**config.mk**
```make
export PLATFORM = sky130hd
export DESIGN_NAME = follow_monitor
export DESIGN_NICKNAME = d
export VERILOG_FILES = /design/src/rtl/follow_mon_pkg.sv /design/src/rtl/follow_mon_dly.sv /design/src/rtl/follow_monitor.sv
export SDC_FILE = /design/constraint.sdc
export NUM_CORES = 1
export LEC_CHECK = 0
export ABC_AREA = 1
export CORE_MARGIN = 3
export CORE_UTILIZATION = 50
export CTS_CLUSTER_DIAMETER = 80
export DETAILED_ROUTE_END_ITERATION = 16
export GPL_TIMING_DRIVEN = 0
export MAX_ROUTING_LAYER = met4
export PLACE_DENSITY = 0.77
export RECOVER_POWER = 50
export SYNTH_ARGS = -nofsm -noshare
export SYNTH_HDL_FRONTEND = slang
export SYNTH_SLANG_ARGS = --single-unit
```
**constraint.sdc**
```tcl
create_clock -name clk -period 2.2 [get_ports clk]
set_input_delay 0.22 -clock clk [delete_from_list [all_inputs] [get_ports clk]]
set_output_delay 0.22 -clock clk [all_outputs]
set_load 0.01 [all_outputs]
```
**src/rtl/follow_mon_pkg.sv**
```systemverilog
// Shared types and limits for the follower-stage monitor.
package follow_mon_pkg;

  localparam int MAX_LATENCY = 16;
  localparam int HIST_W      = $clog2(MAX_LATENCY + 1);

  typedef enum logic [1:0] {
    S_IDLE  = 2'd0,
    S_FILL  = 2'd1,
    S_CHECK = 2'd2,
    S_FAIL  = 2'd3
  } state_e;

endpackage : follow_mon_pkg

```
**src/rtl/follow_mon_dly.sv**
```systemverilog
// LATENCY-deep shift register of the monitored input; tap is the value
// LATENCY shift cycles ago. Flush has priority over shift.
module follow_mon_dly #(
  parameter int LATENCY = 1
) (
  input  logic clk,
  input  logic reset,
  input  logic shift_en,
  input  logic flush,
  input  logic din,
  output logic tap
);

  logic [LATENCY-1:0] dly_q;
  logic [LATENCY-1:0] dly_d;

  // Next contents: cleared on flush, shifted by one on enabled cycles.
  always_comb begin
    // NOTE: every combinational output gets a default first, so no path leaves it unassigned (no latch).
    dly_d = dly_q;
    if (flush) begin
      dly_d = '0;
    end else if (shift_en) begin
      dly_d[0] = din;
      for (int i = 1; i < LATENCY; i++) begin
        dly_d[i] = dly_q[i-1];
      end
    end
  end

  // Delay line register.
  always_ff @(posedge clk) begin
    // NOTE: this data-path storage is reset because a known-zero history is part of the observable behaviour.
    if (!reset) dly_q <= '0;
    else        dly_q <= dly_d;
  end

  assign tap = dly_q[LATENCY-1];

endmodule : follow_mon_dly

```
**src/rtl/follow_monitor.sv**
```systemverilog
// Monitor for a registered follower stage: flags every cycle where out_sig
// differs from in_sig delayed by LATENCY enabled cycles, keeps a sticky fail
// state and a saturating mismatch count.
// Optional feature macro: FOLLOW_MON_FIRST_FAIL_EN adds first_fail_cyc.
module follow_monitor
  import follow_mon_pkg::*;
#(
  parameter int LATENCY = 1,
  parameter int CNT_W   = 8
) (
  input  logic             clk,
  input  logic             reset,
  input  logic             enable,
  input  logic             clear,
  input  logic             in_sig,
  input  logic             out_sig,
  output logic             fail,
  output logic             fail_sticky,
  output logic [CNT_W-1:0] mismatch_cnt,
  output logic [1:0]       state
`ifdef FOLLOW_MON_FIRST_FAIL_EN
  ,
  output logic [CNT_W-1:0] first_fail_cyc
`endif
);

  if (LATENCY < 1 || LATENCY > MAX_LATENCY) begin : g_bad_latency
    $error("follow_monitor: LATENCY must be within 1..MAX_LATENCY");
  end

  localparam logic [HIST_W-1:0] LAT_H   = HIST_W'(LATENCY);
  localparam logic [CNT_W-1:0]  CNT_MAX = {CNT_W{1'b1}};

  state_e             state_q, state_d;
  logic [HIST_W-1:0]  hist_q, hist_d, hist_inc;
  logic               fail_q, fail_d;
  logic               fail_sticky_q, fail_sticky_d;
  logic [CNT_W-1:0]   mismatch_cnt_q, mismatch_cnt_d;
  logic               tap;
  logic               mismatch;
  logic               flush;

  follow_mon_dly #(.LATENCY(LATENCY)) u_dly (
    .clk      (clk),
    .reset    (reset),
    .shift_en (enable),
    .flush    (flush),
    .din      (in_sig),
    .tap      (tap)
  );

  // Comparator, FSM next state, history count and counters.
  always_comb begin
    hist_inc = (enable && hist_q != LAT_H) ? hist_q + HIST_W'(1) : hist_q;
    mismatch = ((state_q == S_CHECK) || (state_q == S_FAIL && enable)) && (out_sig != tap);

    state_d = state_q;
    case (state_q)
      S_IDLE, S_FILL: begin
        if (enable) state_d = (hist_inc == LAT_H) ? S_CHECK : S_FILL;
        else        state_d = S_IDLE;
      end
      S_CHECK: begin
        if (mismatch)     state_d = S_FAIL;
        else if (!enable) state_d = S_IDLE;
      end
      default: state_d = S_FAIL;
    endcase
    if (clear) state_d = S_IDLE;

    // Returning to idle discards all history.
    flush         = (state_d == S_IDLE);
    hist_d        = flush ? '0 : hist_inc;
    fail_d        = mismatch && !clear;
    fail_sticky_d = (state_d == S_FAIL);

    if (clear)                                   mismatch_cnt_d = '0;
    else if (mismatch && mismatch_cnt_q != CNT_MAX) mismatch_cnt_d = mismatch_cnt_q + CNT_W'(1);
    else                                         mismatch_cnt_d = mismatch_cnt_q;
  end

  // State and registered outputs.
  always_ff @(posedge clk) begin
    // NOTE: sequential state uses non-blocking assignments so every flop samples pre-edge values.
    if (!reset) begin
      state_q        <= S_IDLE;
      hist_q         <= '0;
      fail_q         <= 1'b0;
      fail_sticky_q  <= 1'b0;
      mismatch_cnt_q <= '0;
    end else begin
      state_q        <= state_d;
      hist_q         <= hist_d;
      fail_q         <= fail_d;
      fail_sticky_q  <= fail_sticky_d;
      mismatch_cnt_q <= mismatch_cnt_d;
    end
  end

  assign fail         = fail_q;
  assign fail_sticky  = fail_sticky_q;
  assign mismatch_cnt = mismatch_cnt_q;
  assign state        = state_q;

`ifdef FOLLOW_MON_FIRST_FAIL_EN
  logic [CNT_W-1:0] cyc_q, cyc_d;
  logic [CNT_W-1:0] first_fail_q, first_fail_d;

  // Enabled-cycle index since the last idle exit; capture it on the first mismatch.
  always_comb begin
    if (flush)                             cyc_d = '0;
    else if (enable && cyc_q != CNT_MAX)   cyc_d = cyc_q + CNT_W'(1);
    else                                   cyc_d = cyc_q;

    if (clear)                                    first_fail_d = '0;
    else if (mismatch && mismatch_cnt_q == '0)    first_fail_d = cyc_q;
    else                                          first_fail_d = first_fail_q;
  end

  // Cycle index and first-fail registers.
  always_ff @(posedge clk) begin
    if (!reset) begin
      cyc_q        <= '0;
      first_fail_q <= '0;
    end else begin
      cyc_q        <= cyc_d;
      first_fail_q <= first_fail_d;
    end
  end

  assign first_fail_cyc = first_fail_q;
`endif

endmodule : follow_monitor

```
Word level (Yosys, flattened, before mapping)

Cells that the tools add are included.

Bits in registers: 18
Input port bits: 6
Output and inout bits: 12
Logic and storage cells: 36

Add/subtract/negate cells: 2
Equality and inequality tests: 8
Muxes and demuxes: 7
Bitwise operators: 1
Reduce and logical (&&, ||, !) cells: 12

Operator list:

| cell                | count |
|---|---|
| $mux 2              | 5 |
| $add 8x1->8 const B | 1 |
| $ne 8x8->1 const B  | 1 |
| $eq 2x2->1 const B  | 3 |
| $reduce_or 2->1     | 3 |
| $add 5x1->5 const B | 1 |
| $eq 5x1->1 const B  | 1 |
| $logic_and 1x1->1   | 5 |
| $mux 5              | 1 |
| $ne 5x1->1 const B  | 1 |
| $logic_not 2->1     | 2 |
| $pmux 2 s2          | 1 |
| $eq 2x1->1 const B  | 1 |
| $logic_not 1->1     | 1 |
| $logic_or 1x1->1    | 1 |
| $ne 1x1->1          | 1 |
| $not 1->1           | 1 |

Logic depth before layout (Yosys ltp)

Gate-level depths: netlist (run 1).

Depth after elaboration: 10
Gate-level depth with buffers: 13
Depth with buffers taken out: 13

By module

A second synthesis (run 1) with hierarchy kept.

Cells, all modules: 136
Area total of the unflattened synthesis: 968.4 µm²

Modules (own cells, without submodules):

| module         | times used | cells each | area each (µm²) | sequential area each (µm²) |
|---|---|---|---|---|
| follow_monitor | 1          | 129        | 920.9           | 340.3 |
| follow_mon_dly | 1          | 7          | 47.5            | 20.0 |

Least setup slack after synthesis (run 1)

OpenSTA, ideal clock, no wires.

Path kind: register -> register
Start: register hist_q[1]
End: register hist_q[0]
Setup time: 126 ps
Data arrival time: 1456 ps
Data required time: 2074 ps
Setup slack: 618 ps
Stages on the path, launching flop included: 13
Buffers on the path: 0
Clock period less this slack: 1582 ps
Cell sequence: dfxtp_1 inv_1 ha_1 inv_1 nor2_1 nand2_1 nand2_1 nand2_1 nand3_1 o21ai_0 nand2_1 nand2_1 a21oi_1

Longest elaborated chain between the ends: 10
Elaborated cells on any way between the ends: 11
Classes of those cells: add/sub (1); eq/ne (2); mux (5); reduce/logical (3)

RTL lines:

| element                                             | line                 | RTL |
|---|---|---|
| start: declaration                                  | follow_monitor.sv:35 | `logic [HIST_W-1:0] hist_q, hist_d, hist_inc;` |
| start signal: assignment                            | follow_monitor.sv:93 | `hist_q <= hist_d;` |
| branches (longest 2 deep; another with $add 5x1->5) | --                   |  |
| $mux 5 (*)                                          | follow_monitor.sv:54 | `hist_inc = (enable && hist_q != LAT_H) ? hist_q + HIST_W'(1) : hist_q;` |
| $eq 5x1->1                                          | follow_monitor.sv:60 | `if (enable) state_d = (hist_inc == LAT_H) ? S_CHECK : S_FILL;` |
| $mux 2 (2 in a row)                                 | follow_monitor.sv:60 |  |
| $pmux 2 s2                                          | follow_monitor.sv:58 | `case (state_q)` |
| $mux 2                                              | follow_monitor.sv:69 | `if (clear) state_d = S_IDLE;` |
| $logic_not 2->1                                     | follow_monitor.sv:72 | `flush = (state_d == S_IDLE);` |
| $reduce_or 2->1 (no line)                           | --                   |  |

Every way passes the cells marked *.
A chain may end at the register's enable or synchronous reset.

Worst setup path after layout (run 1)

Start: register hist_q[1]
End: register hist_q[4]

Same word-level chain as after synthesis.

==> out/qor.log, run 1 <==
qor: sta.finalCriticalPeriod 1.90 ns
qor: layout.antenna_cells 0
qor: sta.rsz_0062_raised_after_global_routing false
qor: sta.report.final.slew_viol_count 0
qor: outcome.result_of_the_run finished clean
qor: route.final_antenna_net_count 0
qor: sta.hold_viol 0
qor: setup_path.end_kind flip-flop
qor: place.dpl.hpwl 1520 um
qor: setup_path.crit_path_top_delay_cell dfxtp_1
qor: setup_path.path_class reg2reg
qor: sta.clock_skew 0.00228 ns
qor: sta.setup_tns 0 ns
qor: layout.n_fill_cell 164
qor: clock_tree.post_cts.resized_instances 0
qor: layout.area_delta_synth_final 24.1%
qor: setup_path.max_stage_delay 0.41 ns
qor: pwr.static-leakage-power 0.000574 uW
qor: layout.design.final.nets 170
qor: die.dieHeight 49.8 um
qor: die.std_cell_rows 15
qor: die.start_util 54.3%
qor: setup_path.cp_data_arrival_time 2.08 ns
qor: die.std_cell_core_area 1760 um^2
qor: global_routing.grt_start_max_net_pins 11
qor: global_routing.grt_antenna_before_repair 0
qor: global_routing.number_of_global_route_vias_before_repair 850
qor: synth.synth_seq_area_share 37.6%
qor: synth.total_nets_after_synthesis 148
qor: min_path.holdCritPathClass reg2reg
qor: clock_tree.cts-hold-fix-buffers 0
qor: layout.final-seq-area 360 um^2
qor: synth.postSynth.topFlopCell dfxtp_1
qor: setup_path.worstPathCellList inv_1, ha_1, inv_1, nor2_1, nand2_1, nand2_1, nand2_1, nand3_1, o21ai_0, nand2_1, nand2_1, a21oi_1
qor: die.ports_placed_on_the_boundary 18
qor: synth.unique_cell_type_count_in_the_yosys_netlist 21
qor: clock_tree.tritoncts yes
qor: setup_path.cp_max_fo 8
qor: die.die_span_x 49.8 um
qor: clock_tree.clock_tree.htree_level_count 1
qor: route.drc_errors 0
qor: layout.multi_input_comb_area 473 um^2
qor: route.totalWireLength 1920 um
qor: sta.final.hold.worst_slack 0.503 ns
qor: synth.synth-async-reset-ratio 0%
qor: job.maxCapViolations 0
qor: synth.mappedNetlistArea 957 um^2
qor: synth.mean_instance_size_in_the_synthesized_netlist 6.89 um^2
qor: global_routing.grt_pass1_wl 3360 um
qor: clock_tree.clk_path_buf_depth 2
qor: sta.worst_slew_margin_relative_to_its_limit 64.2%
qor: sta.achievable-frequency 527 MHz
qor: route.iter_0_drt_violations 7
qor: pwr.vdd.ir_drop.worst 436 uV
qor: setup_path.critPathMostFrequentCell nand2_1
qor: setup_path.required_arrival_time_at_the_worst_endpoint 2.38 ns
qor: synth.synth_enable_flop_cells 0
qor: die.die-area 2480 um^2
qor: global_routing.globalRouteTotalUtil 18.3%
qor: synth.biggest_area_contributors_in_the_synthesized_netlist dfxtp_1 38%, inv_1 11%, nand2_1 11%
qor: synth.synth.most_common_cell inv_1
qor: synth.synth_top_cell_by_area dfxtp_1
qor: clock_tree.register_clock_pin_slew_on_the_reported_worst_setup_and_hold_paths 0.10 ns
qor: sta.period_utilisation_layout 86.3%
qor: route.drt_first_pass_iters 4
qor: global_routing.global_route.overflow_total 0
qor: sta.worstMarginPinSlew 0.535 ns
qor: place.place_ws 0.189 ns
qor: setup_path.crit_path_start_kind flip-flop
qor: place.portBuffers 17
qor: route.vias_per_cell 4.79
qor: synth.yosys_warnings 0
qor: sta.timing.final.setup_violations 0
qor: synth.synthesis.instances 139
qor: layout.drive_gt1_share 7.50%
qor: clock_tree.cts_sinks 18
qor: synth.ys_seq_elements 18
qor: synth.post-synth-top-area-fraction 37.6%
qor: layout.post-route-util 67.3%
qor: clock_tree.tritoncts.num_buffers 3
qor: route.vias 887
qor: sta.post-route-worst-setup-slack 0.301 ns
qor: pwr.power.density_cell_area 518 nW/um^2
qor: place.gp_routability_congestion 0.841
qor: clock_tree.cts_post_setup_buffers_inserted 0
qor: clock_tree.clk_root_buf clkbuf_4
qor: clock_tree.latest_clock_arrival_within_the_worst_skew_pair 0.29 ns
qor: pwr.post-layout-total-power 615 uW
qor: route.route.detailed.wl_per_inst 10.4 um
qor: synth.synth_common_cells 29 x inv_1, 27 x nand2_1, 18 x dfxtp_1
==> per-layer routing <==
layer,wire (um),GRT usage [%],up-vias
li1,-,-,474
met1,879,19.6,387
met2,933,31.5,22
met3,60,3.63,4
met4,41,9.68,0
met5,0,-,-
==> worst max-delay path, delay by kind of cell (launching register included) <==
family	cells	cell delay (ns)
flip-flops	1	0.41
buffers and inverters	2	0.13
AND/OR/NAND/NOR	7	0.77
AO/OA/AOI/OAI	2	0.30
adder cells (fa/ha/maj)	1	0.18
==> cells by family (layout without fill, tap and decap cells) <==
kind of cell	after synthesis	after routing	synth area share (%)
simple gates	62	62	29.5
flops	18	18	37.6
fa+ha+maj	3	3	3.92
xor+xnor	4	4	4.45
mux	1	1	1.05
buf+inv	30	51	12.2
compound gates	21	21	11.2
==> cell usage in the layout (no fill, tap or decap), drive strengths merged <==
| cell | instances |
|---|---|
| a21oi | 13 |
| buf | 1 |
| clkbuf | 4 |
| clkdlybuf4s50 | 4 |
| dfxtp | 18 |
| dlygate4sd3 | 13 |
| ha | 3 |
| inv | 29 |
| mux2i | 1 |
| nand2 | 31 |
| nand3 | 12 |
| nand4 | 1 |
| nor2 | 16 |
| nor3 | 2 |
| o21ai | 7 |
| o31ai | 1 |
| xnor2 | 2 |
| xor2 | 2 |
==> registers in the layout, indices dropped and copies added, names as in the netlist <==
| name | flops |
|---|---|
| mismatch_cnt | 8 |
| hist_q | 5 |
| state | 2 |
| fail | 1 |
| fail_sticky | 1 |
| u_dly.tap | 1 |
==> layout make-up <==
cell class              count  share of cell area (%)
plain buffers               1                   0.632
clock buffers               4                    3.06
inverters                  29                    9.17
multi-input cells          91                    39.8
flip-flops and latches     18                    30.3
well taps                  25                    2.63
repair buffers             17                    14.3
==> stage by stage <==
stage	cells	cell area, um^2
floorplan	139	957
global placement	181	1160
detailed placement	181	1160
CTS	185	1190
global route	185	1190
finish	185	1190
==> path summary, 6_finish.rpt <==
| path | startpoint | endpoint | slack [ns] | cells past startpoint |
|---|---|---|---|---|
| max | hist_q[1]$_SDFF_PP0_ | hist_q[4]$_SDFF_PP0_ | 0.30 | 12 |
| min | mismatch_cnt[4]$_SDFFE_PP0P_ | mismatch_cnt[4]$_SDFFE_PP0P_ | 0.50 | 2 |
| max reg2reg | hist_q[1]$_SDFF_PP0_ | hist_q[4]$_SDFF_PP0_ | 0.30 | 12 |
| min reg2reg | mismatch_cnt[4]$_SDFFE_PP0P_ | mismatch_cnt[4]$_SDFFE_PP0P_ | 0.50 | 2 |
==> power by group <==
part           internal (uW)  total [uW]  switching, uW
clock network            101         204            103
registers                331         337           5.64
logic                   31.4        74.3           42.9
No activity file was read; power rests on OpenSTA's default activity.
==> run 2: changes to the inputs <==
- SYNTH_HIERARCHICAL: unset -> 1
==> run 2 against run 1 <==
Final area increased by 0.74%. First-iteration DRC count increased by 100%. Flip-flop and latch count unchanged. Sequential share of layout area shrank 0.22 points. Hold slack worse by 0.014 ns. Clock power is 2% lower. Register-to-register slack better by 0.09 ns. Core utilization is 0.22 points lower. Final cell count shrank 1.6%. Sequential power is essentially flat. Fmax is 4.8% higher. Largest power group unchanged.
==> out/qor.log, run 2 <==
qor: route.vias_per_cell 4.82
qor: sta.worstMarginPinSlew 0.388 ns
qor: clock_tree.cts_post_setup_buffers_inserted 0
qor: layout.largest_register_ffs 8
qor: place.dpl.hpwl 1480 um
qor: clock_tree.clk_root_buf clkbuf_4
qor: die.die_span_x 50.0 um
qor: route.iter_0_drt_violations 14
qor: die.std_cell_core_area 1780 um^2
qor: min_path.holdCritPathClass in2reg
qor: setup_path.critical_path.n_buffers_inverters 3
qor: pwr.static-leakage-power 0.000536 uW
qor: route.met3_wirelength 60 um
qor: pwr.share_seq_of_total_power 54.8%
qor: layout.post-route-util 67.1%
qor: synth.synth-async-reset-ratio 0%
qor: place.portBuffers 17
qor: layout.finish.instance_area 1200 um^2
qor: setup_path.cp_max_fo 5
qor: setup_path.worst_reg_to_reg_cells 14
qor: layout.design.final.nets 167
qor: route.highest_layer met4
qor: synth.synth_top_cell_by_area dfxtp_1
qor: setup_path.cp_top_family simple AND/OR/NAND/NOR gates
qor: sta.setup_tns 0 ns
qor: route.met1_length 899 um
qor: min_path.min_delay_src in_sig
qor: pwr.vdd.ir_drop.worst 326 uV
qor: layout.layout.cells.most_common_list 27 x nand2_1, 22 x inv_1, 20 x nor2_1
qor: pwr.pwr-share-clk 32.7%
qor: synth.synth.most_common_cell nand2_1
qor: die.die-area 2500 um^2
qor: clock_tree.cts-hold-fix-buffers 0
qor: global_routing.global_route.overflow_total 0
qor: setup_path.worst_flop_to_flop_path_endpoint u_dly/tap$_SDFFE_PP0P_
qor: pwr.comb_power_share 12.4%
qor: synth.ys_seq_elements 18
qor: synth.yosys_warnings 6
qor: synth.post-synth-top-area-fraction 37.2%
qor: synth.unique_cell_type_count_in_the_yosys_netlist 24
qor: clock_tree.tritoncts.num_buffers 3
qor: pwr.net-switching-power 149 uW
qor: setup_path.required_arrival_time_at_the_worst_endpoint 2.39 ns
qor: place.dpl-instance-area 1170 um^2
qor: global_routing.grt_antenna_before_repair 0
qor: synth.synthesis.instances 136
qor: global_routing.globalRouteTotalUtil 16.9%
qor: layout.drive_gt1_share 8.28%
qor: outcome.result_of_the_run finished clean
qor: sta.report.final.slew_viol_count 0
qor: setup_path.worstPathCellList ha_1, inv_1, nor2_1, nand2_2, a21oi_1, nand3_1, o21bai_1, nand2_1, nand2_1, nand2_2, inv_1, inv_1, nand2_1, a21oi_2
qor: layout.antenna_cells 0
qor: place.gp_routability_congestion 0.796
qor: layout.area_delta_synth_final 23.5%
qor: route.drc_errors 0
qor: setup_path.worstReg2RegStart hist_q[0]$_SDFF_PP0_
qor: clock_tree.latest_clock_arrival_within_the_worst_skew_pair 0.29 ns
qor: pwr.internal_power 463 uW
qor: sta.period_utilisation_layout 82.4%
qor: clock_tree.tritoncts yes
qor: setup_path.end_kind flip-flop
qor: setup_path.max_stage_delay 0.42 ns
qor: synth.mappedNetlistArea 968 um^2
qor: synth.synth_seq_area_share 37.2%
qor: route.final_antenna_net_count 0
qor: synth.synth_enable_flop_cells 0
qor: route.drt_first_pass_iters 4
qor: min_path.min_to u_dly/tap$_SDFFE_PP0P_
qor: sta.rsz_0062_raised_after_global_routing false
qor: clock_tree.clock_tree.htree_level_count 1
qor: die.ports_placed_on_the_boundary 18
qor: sta.hold_viol 0
qor: clock_tree.post_cts.resized_instances 0
qor: sta.timing.final.setup_violations 0
qor: setup_path.crit_path_start hist_q[0]$_SDFF_PP0_
qor: route.vias 877
qor: route.met2_length 850 um
qor: setup_path.crit_path_top_delay_cell dfxtp_1
qor: die.start_util 54.3%
qor: global_routing.grt_start_max_net_pins 11
qor: die.dieHeight 50.0 um
qor: synth.postSynth.topFlopCell dfxtp_1
qor: pwr.sw_frac_of_total 24.3%
qor: global_routing.number_of_global_route_vias_before_repair 800
qor: setup_path.path_class reg2reg
qor: synth.synth_common_cells 27 x nand2_1, 22 x inv_1, 20 x nor2_1
qor: clock_tree.clk_path_buf_depth 2
qor: route.totalWireLength 1830 um
qor: setup_path.cp_data_arrival_time 2.01 ns
qor: global_routing.grt_pass1_wl 3230 um
qor: layout.mostFrequentLayoutCell nand2_1
qor: setup_path.crit_path_start_kind flip-flop
qor: min_path.whs_path_depth 3
qor: clock_tree.cts_sinks 18
qor: sta.worst_slew_margin_relative_to_its_limit 74.1%
qor: sta.clock_skew 0.00295 ns
qor: sta.achievable-frequency 552 MHz
qor: die.std_cell_rows 15
qor: setup_path.worst_case_register_to_register_setup_slack 0.39 ns
qor: synth.biggest_area_contributors_in_the_synthesized_netlist dfxtp_1 37%, nand2_1 10%, inv_1 8.5%
qor: pwr.power.density_cell_area 512 nW/um^2
qor: synth.total_nets_after_synthesis 145
qor: sta.finalCriticalPeriod 1.81 ns
qor: job.maxCapViolations 0
qor: route.route.detailed.wl_per_inst 10.0 um
qor: clock_tree.register_clock_pin_slew_on_the_reported_worst_setup_and_hold_paths 0.10 ns
qor: synth.mean_instance_size_in_the_synthesized_netlist 7.12 um^2
## run 2: cell types whose count changed after synthesis, sizes merged, moves of 3 or more
cell / previous run / this run
a21oi: 13 / 8
inv: 29 / 22
nor2: 16 / 21
o21ai: 7 / 4
## run 2: tightest hold or removal path, delay by kind of cell
| family | cells | cell delay, ns |
|---|---|---|
| and+or+nand+nor | 1 | 0.07 |
| buffers and inverters | 1 | 0.39 |
| AOI/OAI and AO/OA | 1 | 0.05 |
## run 2: kinds of logic (layout without fill, tap and decap cells)
group                    after synthesis  count (layout)  synth area share (%)
AO/OA/AOI/OAI                         16              16                  9.69
XOR/XNOR                               4               4                  4.39
AND/OR/NAND/NOR                       72              72                  35.1
adder cells (fa/ha/maj)                3               3                  3.88
buffers and inverters                 23              44                  9.69
flip-flops                            18              18                  37.2
## run 2: metal layers
layer  global-route usage (%)  vias to the layer above
met2                     28.9                       19
met5                        -                        -
met4                     5.53                        0
li1                         -                      467
met3                     1.81                        4
met1                     20.6                      387
## run 2: final cells by class
cell class              instances  area [um^2]
inverters                      22         82.6
multi-input cells              95          504
fillers                       158          587
flip-flops and latches         18          360
plain buffers                   1         11.3
clock buffers                   4         36.3
repair buffers                 17          170
well taps                      25         31.3
## run 2: worst max path at each step
| stage | end | cells past startpoint | slack, ns |
|---|---|---|---|
| final | u_dly/tap$_SDFFE_PP0P_ | 14 | 0.39 |
| after global routing | u_dly/tap$_SDFFE_PP0P_ | 14 | 0.13 |
| after CTS | u_dly/tap$_SDFFE_PP0P_ | 14 | 0.38 |
| after detailed placement | mismatch_cnt[4]$_SDFFE_PP0P_ | 8 | 0.16 |
| after global placement | u_dly/tap$_SDFFE_PP0P_ | 14 | 0.19 |
| after floorplan | u_dly/tap$_SDFFE_PP0P_ | 13 | 0.58 |
## run 2: through the flow
step	worst slack (ns)	instances	hold slack, ns	total power [uW]
2_1_floorplan	0.584	136	0.356	394
3_3_place_gp	0.193	178	0.469	419
3_5_place_dp	0.155	178	0.485	421
4_1_cts	0.378	182	0.480	623
5_1_grt	0.127	182	0.513	647
6_report	0.388	182	0.489	612
## run 2: power by group through the flow
| stage | registers (uW) | logic (uW) | clock network (uW) |
|---|---|---|---|
| 2_1_floorplan | 343 | 50.9 | 0 |
| 3_3_place_gp | 343 | 75.9 | 0 |
| 3_5_place_dp | 343 | 78.1 | 0 |
| 4_1_cts | 336 | 78.4 | 209 |
| 5_1_grt | 337 | 85.7 | 225 |
| 6_report | 336 | 76.0 | 200 |
